===== config.mk =====
export PLATFORM = sky130hd
export DESIGN_NAME = onehot_opcode_encoder
export DESIGN_NICKNAME = d
export VERILOG_FILES = /design/src/rtl/onehot_opcode_encoder.sv
export SDC_FILE = /design/constraint.sdc
export NUM_CORES = 1
export LEC_CHECK = 0
export ABC_AREA = 1
export CAP_MARGIN = 20
export CORE_ASPECT_RATIO = 1.1
export CORE_MARGIN = 2
export CORE_UTILIZATION = 35
export CTS_BUF_LIST = sky130_fd_sc_hd__clkbuf_4 sky130_fd_sc_hd__clkbuf_8
export DETAILED_ROUTE_END_ITERATION = 10
export PLACE_DENSITY = 0.57
export SLEW_MARGIN = 20
export SYNTH_ARGS = -nofsm -noshare
export SYNTH_HDL_FRONTEND = slang
export SYNTH_SLANG_ARGS = --single-unit

===== constraint.sdc =====
create_clock -name clk -period 5.8 [get_ports clk]
set_input_delay 1.16 -clock clk [delete_from_list [all_inputs] [get_ports clk]]
set_output_delay 1.16 -clock clk [all_outputs]
set_load 0.02 [all_outputs]

===== src/rtl/onehot_opcode_encoder.sv =====
// Sequential 64-to-6 encoder: streams the index of every set mask bit,
// lowest first, one per handshake; inverse of the opcode decoder.
module onehot_opcode_encoder #(
  parameter int N  = 64,
  parameter int CW = 6
) (
  input  logic          clk,
  input  logic          reset,
  input  logic          in_valid,
  output logic          in_ready,
  input  logic [N-1:0]  mask,
  output logic          out_valid,
  input  logic          out_ready,
  output logic [CW-1:0] code,
  output logic          last,
  output logic          done
);

  typedef enum logic {
    IDLE,
    EMIT
  } state_e;

  state_e         state_q, state_d;
  logic [N-1:0]   pend_q, pend_d;
  logic           done_q, done_d;
  logic [CW-1:0]  enc;
  logic           single;

  // x & (x-1) clears the lowest set bit; zero result means one bit left
  assign single = (pend_q != '0) &&
                  ((pend_q & (pend_q - N'(1))) == '0);

  always_comb begin
    enc = '0;
    for (int i = N - 1; i >= 0; i--) begin
      if (pend_q[i]) enc = CW'(i);
    end
  end

  always_ff @(posedge clk or posedge reset) begin
    if (reset) begin
      state_q <= IDLE;
      pend_q  <= '0;
      done_q  <= 1'b0;
    end else begin
      state_q <= state_d;
      pend_q  <= pend_d;
      done_q  <= done_d;
    end
  end

  always_comb begin
    state_d = state_q;
    pend_d  = pend_q;
    done_d  = 1'b0;
    unique case (state_q)
      IDLE: begin
        if (in_valid) begin
          if (mask != '0) begin
            pend_d  = mask;
            state_d = EMIT;
          end else begin
            done_d = 1'b1;
          end
        end
      end
      EMIT: begin
        if (out_ready) begin
          pend_d = pend_q & (pend_q - N'(1));
          if (single) begin
            state_d = IDLE;
            done_d  = 1'b1;
          end
        end
      end
      default: begin
        state_d = IDLE;
        pend_d  = '0;
      end
    endcase
  end

  always_comb begin
    in_ready  = (state_q == IDLE) && !reset;
    out_valid = (state_q == EMIT);
    code      = enc;
    last      = out_valid && single;
    done      = done_q;
  end

endmodule


* Word-level counts from Yosys, hierarchy flattened
Cells that the tools add are included. W data, S select, Z words.
Operators by class: add/subtract/negate cells 1, equal/unequal tests 3, mux-type cells 78, bitwise gates (word level) 2, reductions and logical operators 8
Operators by type and width (number):
- $mux W6 | 64
- $mux W64 | 3
- $pmux W64 S2 | 1
- $reduce_bool A64 Y1 | 2
- $and A64 B64 Y64 | 1
- $logic_not A64 Y1 | 1
- $sub A64 B1 Y64 const B | 1
- $mux W1 | 8
- $ne A2 B2 Y1 const B | 3
- $pmux W1 S2 | 2
- $logic_and A1 B1 Y1 | 3
- $reduce_and A3 Y1 | 1
- $logic_not A1 Y1 | 1
- $not A1 Y1 | 1
Word-level totals: register bits after elaboration 66, input port bits 68, output and inout port bits 10

* Depth between registers and ports, before layout
depth after elaboration 64, gate-level depth with buffers 63, mapped depth without buffers 63

* Least setup slack after synthesis
Ideal clock, no wire load.
kind reg-to-output, start register pend_q[0], end output last, arrival 3.316 ns, data required time 4.640 ns, path slack 1.324 ns, cell stages (with the launch flop) 27, buffers on the path 0, cells stage by stage dfrtp_1 > nor2_1 > inv_2 > nor2_2 > inv_2 > nor2_2 > inv_2 > nor2_2 > nand4_1 > nor3_2 > nand4_2 > nor3_2 > inv_2 > nor2_2 > inv_2 > nor2_4 > inv_2 > nor2_8 > nand4_2 > nor2_2 > inv_2 > nor2_2 > and3_1 > nand3_2 > o41ai_2 > nand2_1 > nor3_2
Between the ends: longest elaborated chain between the ends 5
Ends and longest elaborated chain:
- start: declaration | line 25 | logic [N-1:0] pend_q, pend_d;
- start signal: assignment | line 48 | pend_q <= pend_d;
- $sub A64 B1 Y64 | line 32 | ((pend_q & (pend_q - N'(1))) == '0);
- $and A64 B64 Y64 | line 32
- $logic_not A64 Y1 | line 32
- $logic_and A1 B1 Y1 * | line 31 | assign single = (pend_q != '0) &&
- $logic_and A1 B1 Y1 * | line 88 | last = out_valid && single;
- end: declaration | line 15 | output logic last,
Mark *: on every way between the ends. The rest lies on a longest branch, timed or not.

* Worst setup path after layout
Ends and elaborated chain as after synthesis.

==> run metrics <==
Setup TNS=0 ps; Clock Path Buffers=2; Power Density=399 mW/mm^2; # DRC=0; RD Place Congestion=0.932; status=complete, no violations; RSZ-0062 raised after global routing=true; Tmin final=5520 ps; hold_sp=pend_q[0]$_DFFE_PP0P_; Syn Area/Cell=6.33 um^2; Fmax=181 MHz; die footprint=0.0153 mm^2; fin nets=928; 1st-iter DRT viols=383; Critical R2R Capture=done$_DFF_PP0_; Final Setup Violations=0; fraction of registers with async set/reset=1.00; dominant cells by area after synthesis=dfrtp_1, nand2_1, nor2_1; grt ovf=0; Hold Fails Final Rpt=0; total power=2480 uW; GRT Util Overall=0.215; clock-pin slew on the worst setup and hold paths=70 ps; # fillers=1497; Leakage Power=0.00285 uW; synth cell count leaders=nand2_1, nor2_1, inv_1, o21ai_0, dfrtp_1; vias per cell=5.16; share of layout cells above drive strength 1=0.0832; HPWL after DPL=11.9 mm; Synth top area share=0.329; Slew HR=0.419; Crit Path Class=register to primary output; clk_skew=8.60 ps; largest net degree at the start of global routing=82; I/O pin count=78; EDFF count, synth=0; Crit path top cell by count=inv_2; height of the chip=130 um; most frequent cell after synthesis=nand2_1; # rows=45; CTS tree=done; vias in the first global route=5267; Netlist cell types=41; first-pass GRT wire length=26.3 mm; Seq cells post-synth=66; Peak VDD IR=145 uV; Crit. End Element=primary output; Hold EP=pend_q[0]$_DFFE_PP0P_; crit start category=register; placed cell area=0.00597 mm^2; Seq/Total Area, Yosys=0.329; WP data arrival=4360 ps; Worst Path Max Fanout=4; Hold Crit Depth=2; HP Class=register to register; final worst path period share=0.952; R2R depth=28; critical path required time=4640 ps; Vias=5432; antenna-violating nets left=0; htree depth=3; Hold Buf Count CTS=0; multi-input logic area=0.00277 mm^2; detailed-route wire length=15.9 mm; CTS sink count=66; Slowest cell on crit path=dfrtp_1; Ant. Diodes=0; first-pass iteration count of the detailed router=5; Inserted Clock Buffers=9; Die W=118 um; Max stage delay on crit path=410 ps; ys flop type=dfrtp_1; syn nets=861; Core ar.=0.0139 mm^2; P&R area growth vs syn=23.6%; clock root cell=clkbuf_8; Worst Tran Pin Value=869 ps; Initial Utilization=0.361; Design Area, Final=0.00620 mm^2; Mapped Cells=793; initial antenna violation count=0; Final Util=0.446; max-slew violations=0; count of input and output buffers=77; Ys Warns=0; Post-Syn Area=0.00502 mm^2; clk_lat worst skew=380 ps; WL per Instance=15.1 um; Yosys top cell by area=dfrtp_1; Max Cap Viol=0; worst r2r src=pend_q[0]$_DFFE_PP0P_; r2r setup slk=1700 ps; FF/Latch Area=0.00165 mm^2
## per-layer routing
| layer | vias to the layer above | GRT usage | wire [um] |
|---|---|---|---|
| li1 | 2746 | - | - |
| met1 | 2517 | 0.287 | 7330 |
| met2 | 144 | 0.350 | 7290 |
| met5 | - | 0 | 0 |
| met4 | 0 | 0.0900 | 380 |
| met3 | 25 | 0.0330 | 861 |
## final cells by class
class,count,share of cell area
tap,188,0.0379
multi-input combinational,559,0.446
timing repair buffer,83,0.131
inverter,141,0.0853
clock buffer,11,0.0244
sequential,66,0.267
clock inverter,5,0.00847
## through the flow
step,hold slack (ps),cells,worst slack (ps)
6_report,562,1053,276
5_1_grt,599,1053,-226
4_1_cts,566,1051,93.0
3_5_place_dp,547,1035,93.3
3_3_place_gp,537,1035,153
2_1_floorplan,511,793,1320
## worst max path at each step
stage / from / to / slack, ps / cells after the start
floorplan: pend_q[0]$_DFFE_PP0P_ / last / 1320 / 26
global placement: pend_q[0]$_DFFE_PP0P_ / last / 150 / 24
detailed placement: pend_q[0]$_DFFE_PP0P_ / last / 90 / 24
CTS: pend_q[0]$_DFFE_PP0P_ / last / 90 / 27
global route: pend_q[62]$_DFFE_PP0P_ / code[0] / -230 / 64
finish: pend_q[0]$_DFFE_PP0P_ / last / 280 / 27
## cell usage in the layout, fill, tap and decap left out, types with 2 or more instances in the layout
cell type	synthesis	final
or2_2	2	2
nor3_1	9	9
o21ai_0	77	76
a21oi_1	35	35
nand3_1	13	13
nor3_4	0	2
nand2_1	173	173
nor2_1	121	120
o2111ai_1	2	2
inv_1	118	117
nor4_1	19	18
dfrtp_1	66	64
o211ai_1	24	24
clkinv_1	5	5
buf_4	0	6
clkbuf_8	0	11
a22oi_1	8	8
inv_2	18	19
o22ai_1	23	23
dfrtp_2	0	2
a31oi_1	5	5
clkdlybuf4s50_1	0	75
o31ai_1	2	2
nand4_1	13	13
nor2_4	3	3
nor2_2	8	9
clkinv_2	0	3
nand4_2	3	3
## timing repair
item                       CTS  global route
gates resized for setup      6             8
setup endpoints to repair    2             2
buffers inserted             0             2
## power breakdown
group / switching (uW) / leakage, uW / internal, uW
clock network: 198 / 0.000105 / 220
registers: 173 / 0.000819 / 621
logic: 806 / 0.00193 / 458
## cells by family (layout without fill, tap and decap cells)
family | count (synthesis) | in the layout | synth area share
AO/OA/AOI/OAI | 186 | 186 | 0.219
buffers and inverters | 168 | 240 | 0.126
flip-flops | 66 | 66 | 0.329
AND/OR/NAND/NOR | 373 | 373 | 0.326
## state kept, by name, indices dropped and copies added, names as in the netlist
name / flops
done: 1
out_valid: 1
pend_q: 64
## worst max-delay path: cells and delay by family (launching register included)
family	cells	cell delay (ps)
flip-flops	1	410
buffers and inverters	8	660
AO/OA/AOI/OAI	1	250
AND/OR/NAND/NOR	18	2640
Note: power is estimated with default switching activity, not from simulation.
